==> src/rtl/soc_bus_arbiter.sv <==
// soc_bus_arbiter: N-way round-robin arbiter that shares one slave between several requesters
// that use the PicoRV32 native memory handshake. A watchdog finishes hung transfers with an
// error word.
//
// Ports
//   clk_i          system clock, rising edge
//   reset_i        synchronous active-high reset
//   m_valid_i      per-requester request, fields held stable until m_ready_o
//   m_ready_o      per-requester completion pulse (one-hot or zero)
//   m_addr_i       packed addresses, requester i at [32*i +: 32]
//   m_wdata_i      packed write data
//   m_wstrb_i      packed byte strobes, 0 = read
//   m_rdata_o      broadcast read data, zero unless an m_ready_o bit is set
//   s_valid_o      request to slave
//   s_ready_i      slave completion
//   s_addr_o       address of granted requester
//   s_wdata_o      write data of granted requester
//   s_wstrb_o      strobes of granted requester
//   s_rdata_i      slave read data, valid with s_ready_i
//   grant_o        registered one-hot owner, 0 when idle
//   timeout_err_o  one-cycle pulse when the watchdog fires
module soc_bus_arbiter #(
    parameter int unsigned NUM_REQ  = 2,
    parameter int unsigned TIMEOUT  = 16,
    parameter logic [31:0] ERR_DATA = 32'hBAD0_BAD0
) (
    input  logic                  clk_i,
    input  logic                  reset_i,
    input  logic [NUM_REQ-1:0]    m_valid_i,
    output logic [NUM_REQ-1:0]    m_ready_o,
    input  logic [NUM_REQ*32-1:0] m_addr_i,
    input  logic [NUM_REQ*32-1:0] m_wdata_i,
    input  logic [NUM_REQ*4-1:0]  m_wstrb_i,
    output logic [31:0]           m_rdata_o,
    output logic                  s_valid_o,
    input  logic                  s_ready_i,
    output logic [31:0]           s_addr_o,
    output logic [31:0]           s_wdata_o,
    output logic [3:0]            s_wstrb_o,
    input  logic [31:0]           s_rdata_i,
    output logic [NUM_REQ-1:0]    grant_o,
    output logic                  timeout_err_o
);

    localparam int unsigned PtrW      = (NUM_REQ > 1) ? $clog2(NUM_REQ) : 1;
    localparam int unsigned CntW      = (TIMEOUT > 0) ? $clog2(TIMEOUT + 1) : 1;
    localparam int unsigned TimeoutM1 = (TIMEOUT > 0) ? TIMEOUT - 1 : 0;
    localparam logic [CntW-1:0] CntLast = CntW'(TimeoutM1);
    localparam logic [CntW-1:0] CntMax  = CntW'(TIMEOUT);

    typedef enum logic [0:0] {StIdle, StBusy} state_e;

    state_e             state_q, state_d;
    logic [NUM_REQ-1:0] grant_q, grant_d;
    logic [PtrW-1:0]    ptr_q, ptr_d;
    logic [CntW-1:0]    cnt_q, cnt_d;

    logic [PtrW-1:0]    owner_idx;
    logic [PtrW-1:0]    pick_idx;
    logic               owner_valid;
    logic               done_ok;
    logic               wd_fire;

    // Slave-side mux: an all-zero grant drives all-zero buses.
    always_comb begin
        owner_idx = '0;
        s_addr_o  = '0;
        s_wdata_o = '0;
        s_wstrb_o = '0;
        for (int i = 0; i < NUM_REQ; i++) begin
            if (grant_q[i]) begin
                owner_idx = PtrW'(i);
                s_addr_o  = m_addr_i[32*i +: 32];
                s_wdata_o = m_wdata_i[32*i +: 32];
                s_wstrb_o = m_wstrb_i[4*i +: 4];
            end
        end
    end

    // A granted requester that drops m_valid takes s_valid down with it in the same cycle.
    assign owner_valid = (state_q == StBusy) && |(grant_q & m_valid_i);
    assign s_valid_o   = owner_valid;
    assign done_ok     = owner_valid && s_ready_i;
    assign wd_fire     = (TIMEOUT != 0) && owner_valid && !s_ready_i && (cnt_q == CntLast);

    // Round-robin pick: the second loop overrides the first, so the lowest requester above the
    // pointer wins, falling back to the lowest one at or below it (wrap-around).
    always_comb begin
        pick_idx = '0;
        for (int i = NUM_REQ - 1; i >= 0; i--) begin
            if (m_valid_i[i] && (32'(i) <= 32'(ptr_q))) begin
                pick_idx = PtrW'(i);
            end
        end
        for (int i = NUM_REQ - 1; i >= 0; i--) begin
            if (m_valid_i[i] && (32'(i) > 32'(ptr_q))) begin
                pick_idx = PtrW'(i);
            end
        end
    end

    always_comb begin
        state_d = state_q;
        grant_d = grant_q;
        ptr_d   = ptr_q;
        cnt_d   = cnt_q;
        case (state_q)
            StIdle: begin
                if (|m_valid_i) begin
                    grant_d           = '0;
                    grant_d[pick_idx] = 1'b1;
                    cnt_d             = '0;
                    state_d           = StBusy;
                end
            end
            StBusy: begin
                if (!owner_valid) begin
                    // Protocol abort: release the slave, keep the fairness pointer.
                    state_d = StIdle;
                    grant_d = '0;
                end else if (done_ok || wd_fire) begin
                    state_d = StIdle;
                    grant_d = '0;
                    ptr_d   = owner_idx;
                end else if (cnt_q != CntMax) begin
                    cnt_d = cnt_q + 1'b1;
                end
            end
            default: begin
                state_d = StIdle;
                grant_d = '0;
            end
        endcase
    end

    // Normal completion takes priority over the watchdog (wd_fire requires !s_ready_i).
    assign m_ready_o     = (done_ok || wd_fire) ? grant_q : '0;
    assign m_rdata_o     = done_ok ? s_rdata_i : (wd_fire ? ERR_DATA : 32'h0);
    assign timeout_err_o = wd_fire;
    assign grant_o       = grant_q;

    always_ff @(posedge clk_i) begin
        if (reset_i) begin
            state_q <= StIdle;
            grant_q <= '0;
            ptr_q   <= PtrW'(NUM_REQ - 1);
            cnt_q   <= '0;
        end else begin
            state_q <= state_d;
            grant_q <= grant_d;
            ptr_q   <= ptr_d;
            cnt_q   <= cnt_d;
        end
    end

endmodule
==> config.mk <==
export PLATFORM = sky130hd
export DESIGN_NAME = soc_bus_arbiter
export DESIGN_NICKNAME = d
export VERILOG_FILES = /design/src/rtl/soc_bus_arbiter.sv
export SDC_FILE = /design/constraint.sdc
export NUM_CORES = 1
export LEC_CHECK = 0
export CORE_AREA = 2 2 109 111
export DETAILED_ROUTE_END_ITERATION = 6
export DIE_AREA = 0 0 111 113
export GPL_ROUTABILITY_DRIVEN = 1
export PLACE_DENSITY_LB_ADDON = 0.12
export SYNTH_ARGS = -nofsm -noshare
export SYNTH_HDL_FRONTEND = slang
export SYNTH_SLANG_ARGS = --single-unit
==> constraint.sdc <==
create_clock -name clk_i -period 4.4 [get_ports clk_i]
set_clock_uncertainty 0.15 [all_clocks]
set_input_delay 0.88 -clock clk_i [delete_from_list [all_inputs] [get_ports clk_i]]
set_output_delay 0.88 -clock clk_i [all_outputs]
set_load 0.005 [all_outputs]
==> results.py, run 1 <==
metrics = {
    "cells_and_area": {
        "fin_nets": 643,
        "syn_to_final_growth_pct": 195.0,
        "drive_gt1_share_pct": 3.433,
        "n_fill_cell": 1143,
        "final_cells": 609,
        "final_cell_area_mm2": 0.004462,
        "diodes": 0,
        "final_util_pct": 39.58,
    },
    "timing": {
        "fin_ws_ns": 0.6364,
        "fmax_ghz": 0.2657,
        "period_needed_ns": 3.764,
        "slew_viol_final": 0,
        "final.period_utilization_pct": 85.54,
        "setup_violations": 0,
        "tightestPinTransition_ns": 0.7626,
        "fin_tns_setup_ns": 0,
        "finalHoldViolCount": 0,
        "rsz0062_at_grt": "no",
        "slew_headroom_pct": 49.16,
    },
    "synth": {
        "synth-edff-count": 0,
        "syn_nets": 381,
        "ys_ff_latch": 9,
        "async_flop_share_pct": 0,
        "syn-cell-area_mm2": 0.001513,
        "synthFlopType": "dfxtp_1",
        "yosysWarnings": 0,
        "synth_cell_types": 34,
        "avgSynthCellArea_um2": 7.379,
        "synthCells": 205,
        "seq_area_frac_synth_pct": 11.91,
    },
    "detailed_routing": {
        "routed_via_density": 4.412,
        "drtAntennaViolNets": 0,
        "num_vias": 2687,
        "routed_wl_um": 10760,
        "drt_iter0_drc": 112,
        "drt-pass1-iter-count": 4,
        "wl_per_cell_um": 17.67,
        "route.detailed.drc": 0,
    },
    "setup_path": {
        "timing.critical_path.mode_cell": "clkdlybuf4s50_1",
        "crit_chain": "clkdlybuf4s50_1 > nand2b_1 > a21oi_1 > clkdlybuf4s50_1",
        "path_max_fanout": 17,
        "crit_path_end_kind": "output pin",
        "crit_slowest_cell": "clkdlybuf4s50_1",
        "cp-start-kind": "input port",
        "critPathLaunch": "s_ready_i",
        "cp_slowest_stage_delay_ns": 0.58,
        "arrival_ns": 2.73,
        "crit_type": "in -> out",
        "rr_startpoint": "grant_o[1]",
        "required_ns": 3.37,
    },
    "global_route": {
        "grt-ovfl-total": 0,
        "grt_pass1_wl_um": 15570,
        "grt_max_degree": 69,
        "grt_pass1_vias": 2659,
        "grt.total_usage_pct": 15.56,
        "antenna_found_initial": 0,
    },
    "placed_design": {
        "pre_cts_ws_ns": 0.6342,
        "dp.cells": 605,
        "port_buffers": 278,
        "post-dp-hpwl_um": 8637,
        "gp_congestion": 0.7996,
        "dpl-instance-area_mm2": 0.004383,
    },
    "clocking": {
        "cts_tree": "built",
        "cts_setup_buffers": 0,
        "holdBufCountCts": 0,
        "insertion_delay_ns": 0.24,
        "clk_path_buf_depth": 2,
        "cts_buffers": 3,
        "clk_pin_slew_ns": 0.04,
        "cts_sinks": 9,
        "cts_root_buf": "clkbuf_16",
        "cts-resized-gates": 0,
        "h-tree-depth": 1,
    },
    "pwr": {
        "ir_drop_mv": 0.1499,
        "leakage_nw": 1.720,
        "power.density_mw_per_mm2": 142.9,
    },
    "floorplanning": {
        "fp.dieH_um": 113,
        "ios": 279,
        "rows": 39,
        "floorplan.die_area_mm2": 0.01254,
        "die_width_um": 111,
        "start_util_pct": 13.42,
        "core_mm2": 0.01127,
    },
    "worst_hold_path": {
        "hp-class": "reg -> reg",
        "hp-start": "cnt_q[4]",
    },
    "flow_run": {
        "drv_cap": 0,
    },
    "outcome": {
        "status": "complete, no violations",
    },
}
through the flow:
step | hold WS, ns | total power, mW
floorplan | 0.2856 | 0.1947
finish | 0.3298 | 0.6377
global placement | 0.3174 | 0.4756
detailed placement | 0.3339 | 0.4770
global route | 0.3709 | 0.6712
CTS | 0.3392 | 0.6461
cells in the final DEF, fill, tap and decap left out, types with 4 or more instances in the layout:
cell / netlist / layout
clkdlybuf4s50_1: 0 / 278
a22o_1: 68 / 68
nor2_1: 7 / 7
a21oi_1: 20 / 20
dfxtp_1: 9 / 8
buf_4: 4 / 4
and3_1: 17 / 17
nand2_1: 22 / 22
inv_1: 4 / 4
per-layer routing:
metal / track usage, % / vias to the layer above / wire length, um
met1: 18.58 / 1237 / 4398
met5: 0 / - / 0
met3: 3.856 / 8 / 742
met2: 29.24 / 131 / 5547
li1: - / 1311 / -
met4: 1.417 / 0 / 75
power by group:
| part | switching [mW] | internal [mW] |
|---|---|---|
| Sequential | 0.00878 | 0.0845 |
| Combinational | 0.112 | 0.269 |
| Clock | 0.0423 | 0.121 |
| Total | 0.163 | 0.474 |
Yosys cell counts, types with 4 or more instances:
| master | n | share of area, % |
|---|---|---|
| a21oi_1 | 20 | 6.6 |
| a22o_1 | 68 | 39 |
| and3_1 | 17 | 7.0 |
| buf_2 | 9 | 3.0 |
| buf_4 | 4 | 2.0 |
| clkbuf_1 | 10 | 2.5 |
| dfxtp_1 | 9 | 12 |
| inv_1 | 4 | 0.99 |
| nand2_1 | 22 | 5.5 |
| nor2_1 | 7 | 1.7 |
worst max-delay path: cells and delay by family:
kind	cells	cell delay (ns)
AOI/OAI and AO/OA	1	0.24
buffers and inverters	2	1.11
and+or+nand+nor	1	0.50
cell families after synthesis:
family                   share of synthesized area [%]
AO/OA/AOI/OAI                                    51.53
AND/OR/NAND/NOR                                  22.25
buffers and inverters                            9.843
flip-flops                                       11.91
multiplexers                                     1.985
adder cells (fa/ha/maj)                          2.482
worst paths after layout:
path	depth (start not counted)	slack, ns	end
worst max-delay path	4	0.64	m_rdata_o[15]
worst min-delay path	2	0.33	cnt_q[4]
worst max register to register	5	2.33	ptr_q
worst min register to register	2	0.33	cnt_q[4]
sequential cells by signal (all words and copies together), names as in the netlist:
register  cells
cnt_q         5
grant_o       2
ptr_q         1
state_q       1
layout make-up:
class / count / area (um^2) / share of cell area (%)
sequential: 9 / 181.4 / 4.066
inverter: 5 / 21.27 / 0.4767
tap: 143 / 178.9 / 4.010
multi-input combinational: 166 / 1189 / 26.64
timing repair buffer: 282 / 2813 / 63.04
clock buffer: 4 / 78.83 / 1.767
Note: power is estimated with default switching activity, not from simulation.
==> run 2, diff against run 1 <==
--- a/config.mk
+++ b/config.mk
@@ -8,7 +8,8 @@
 export CORE_AREA = 2 2 109 111
 export DETAILED_ROUTE_END_ITERATION = 6
 export DIE_AREA = 0 0 111 113
-export GPL_ROUTABILITY_DRIVEN = 1
+export GPL_ROUTABILITY_DRIVEN = 0
+export MAX_ROUTING_LAYER = met4
 export PLACE_DENSITY_LB_ADDON = 0.12
 export SYNTH_ARGS = -nofsm -noshare
 export SYNTH_HDL_FRONTEND = slang
==> run 2 against run 1 <==
Against the previous run: sequential power about the same; design area unchanged; global-route usage grew 0.44 points; fmax about the same; critical path type unchanged; largest cell class unchanged.
==> results.py, run 2 (synthesis gave the netlist of run 1 again) <==
metrics = {
    "clocking": {
        "cts_tree": "built",
        "insertion_delay_ns": 0.24,
        "cts_setup_buffers": 0,
        "cts_buffers": 3,
        "clk_pin_slew_ns": 0.04,
        "cts_sinks": 9,
        "cts_root_buf": "clkbuf_16",
        "holdBufCountCts": 0,
        "cts-resized-gates": 0,
        "h-tree-depth": 1,
        "clk_path_buf_depth": 2,
    },
    "setup_path": {
        "critPathLaunch": "m_valid_i[0]",
        "cp-start-kind": "input port",
        "rrSetupSlack_ns": 2.33,
        "rr_startpoint": "grant_o[1]",
        "reg2reg_to": "ptr_q",
        "crit_end": "m_ready_o[0]",
        "crit_type": "in -> out",
        "r2r_cells": 5,
        "path_max_fanout": 19,
        "crit_path_end_kind": "output pin",
        "required_ns": 3.37,
        "arrival_ns": 2.73,
    },
    "cells_and_area": {
        "final_common_cell": "clkdlybuf4s50_1",
        "multi_input_area_mm2": 0.001189,
        "n_fill_cell": 1143,
        "top_register": "cnt_q",
        "syn_to_final_growth_pct": 195.0,
        "fin_nets": 643,
        "final_cell_mix": "clkdlybuf4s50_1 (278), a22o_1 (68), nand2_1 (22)",
        "final_cells": 609,
        "seqCellArea_um2": 181.4,
        "largest_register_ffs": 5,
        "final_cell_area_mm2": 0.004462,
        "drive_gt1_share_pct": 3.433,
        "diodes": 0,
    },
    "timing": {
        "fin_tns_setup_ns": 0,
        "final.period_utilization_pct": 85.56,
        "setup_violations": 0,
        "rsz0062_at_grt": "no",
        "slew_headroom_pct": 48.97,
        "tightestPinTransition_ns": 0.7654,
        "slew_viol_final": 0,
        "period_needed_ns": 3.765,
        "finalHoldViolCount": 0,
        "fmax_ghz": 0.2656,
    },
    "worst_hold_path": {
        "hp-class": "reg -> reg",
        "hp-start": "cnt_q[4]",
    },
    "floorplanning": {
        "core_mm2": 0.01127,
        "die_width_um": 111,
        "fp.dieH_um": 113,
        "rows": 39,
        "start_util_pct": 13.42,
        "ios": 279,
        "floorplan.die_area_mm2": 0.01254,
    },
    "detailed_routing": {
        "route.detailed.drc": 0,
        "routed_wl_um": 10760,
        "drt_iter0_drc": 89,
        "routed_via_density": 4.389,
        "drtAntennaViolNets": 0,
        "wl_per_cell_um": 17.67,
        "num_vias": 2673,
        "drt-pass1-iter-count": 4,
    },
    "placed_design": {
        "dp.cells": 605,
        "dpl-instance-area_mm2": 0.004383,
        "post-dp-hpwl_um": 8637,
        "port_buffers": 278,
    },
    "global_route": {
        "grt.total_usage_pct": 15.99,
        "grt_max_degree": 69,
        "grt_pass1_vias": 2661,
        "grt_pass1_wl_um": 15560,
        "antenna_found_initial": 0,
        "grt-ovfl-total": 0,
    },
    "flow_run": {
        "drv_cap": 0,
    },
    "pwr": {
        "ir_drop_mv": 0.1499,
        "leakage_nw": 1.720,
        "power.density_mw_per_mm2": 142.7,
    },
    "outcome": {
        "status": "complete, no violations",
    },
}
run 2: worst min path at each step:
stage,endpoint,slack (ns),depth (start not counted)
CTS,cnt_q[4],0.34,2
floorplan,ptr_q,0.29,1
detailed placement,cnt_q[4],0.33,2
finish,cnt_q[4],0.33,2
global placement,cnt_q[4],0.32,2
global route,ptr_q,0.37,1
run 2: area by class of cell:
class                           count  share of cell area, %
Timing Repair Buffer              282                  63.04
Sequential cell                     9                  4.066
Inverter                            5                 0.4767
Multi-Input combinational cell    166                  26.64
Tap cell                          143                  4.010
Clock buffer                        4                  1.767
run 2: stage by stage:
stage | worst slack, ns | power, mW | hold slack [ns] | utilization, %
detailed placement | 0.6342 | 0.4770 | 0.3339 | 38.88
finish | 0.6355 | 0.6368 | 0.3298 | 39.58
CTS | 0.6307 | 0.6461 | 0.3392 | 39.58
floorplan | 1.717 | 0.1947 | 0.2856 | -
global placement | 0.6715 | 0.4756 | 0.3174 | 38.88
global route | 0.4816 | 0.6710 | 0.3709 | 39.58
run 2: critical path, cell delays in order:
cell             delay (ns)
clkdlybuf4s50_1        0.57
a22o_4                 0.17
nand2_4                0.14
inv_4                  0.18
o21ai_1                0.11
nor2_1                 0.10
clkdlybuf4s50_1        0.58
run 2: power breakdown:
part	total, mW	internal (mW)	switching, mW
Clock	0.163	0.121	0.0413
Sequential	0.0933	0.0845	0.00877
Combinational	0.381	0.269	0.112
Total	0.637	0.474	0.162
run 2: per-layer routing:
| metal | vias to the layer above | track usage, % | wire [um] |
|---|---|---|---|
| met5 | - | - | 0 |
| met4 | 0 | 1.417 | 75 |
| met3 | 8 | 3.803 | 742 |
| met2 | 133 | 29.37 | 5591 |
| met1 | 1221 | 18.45 | 4353 |
| li1 | 1311 | - | - |
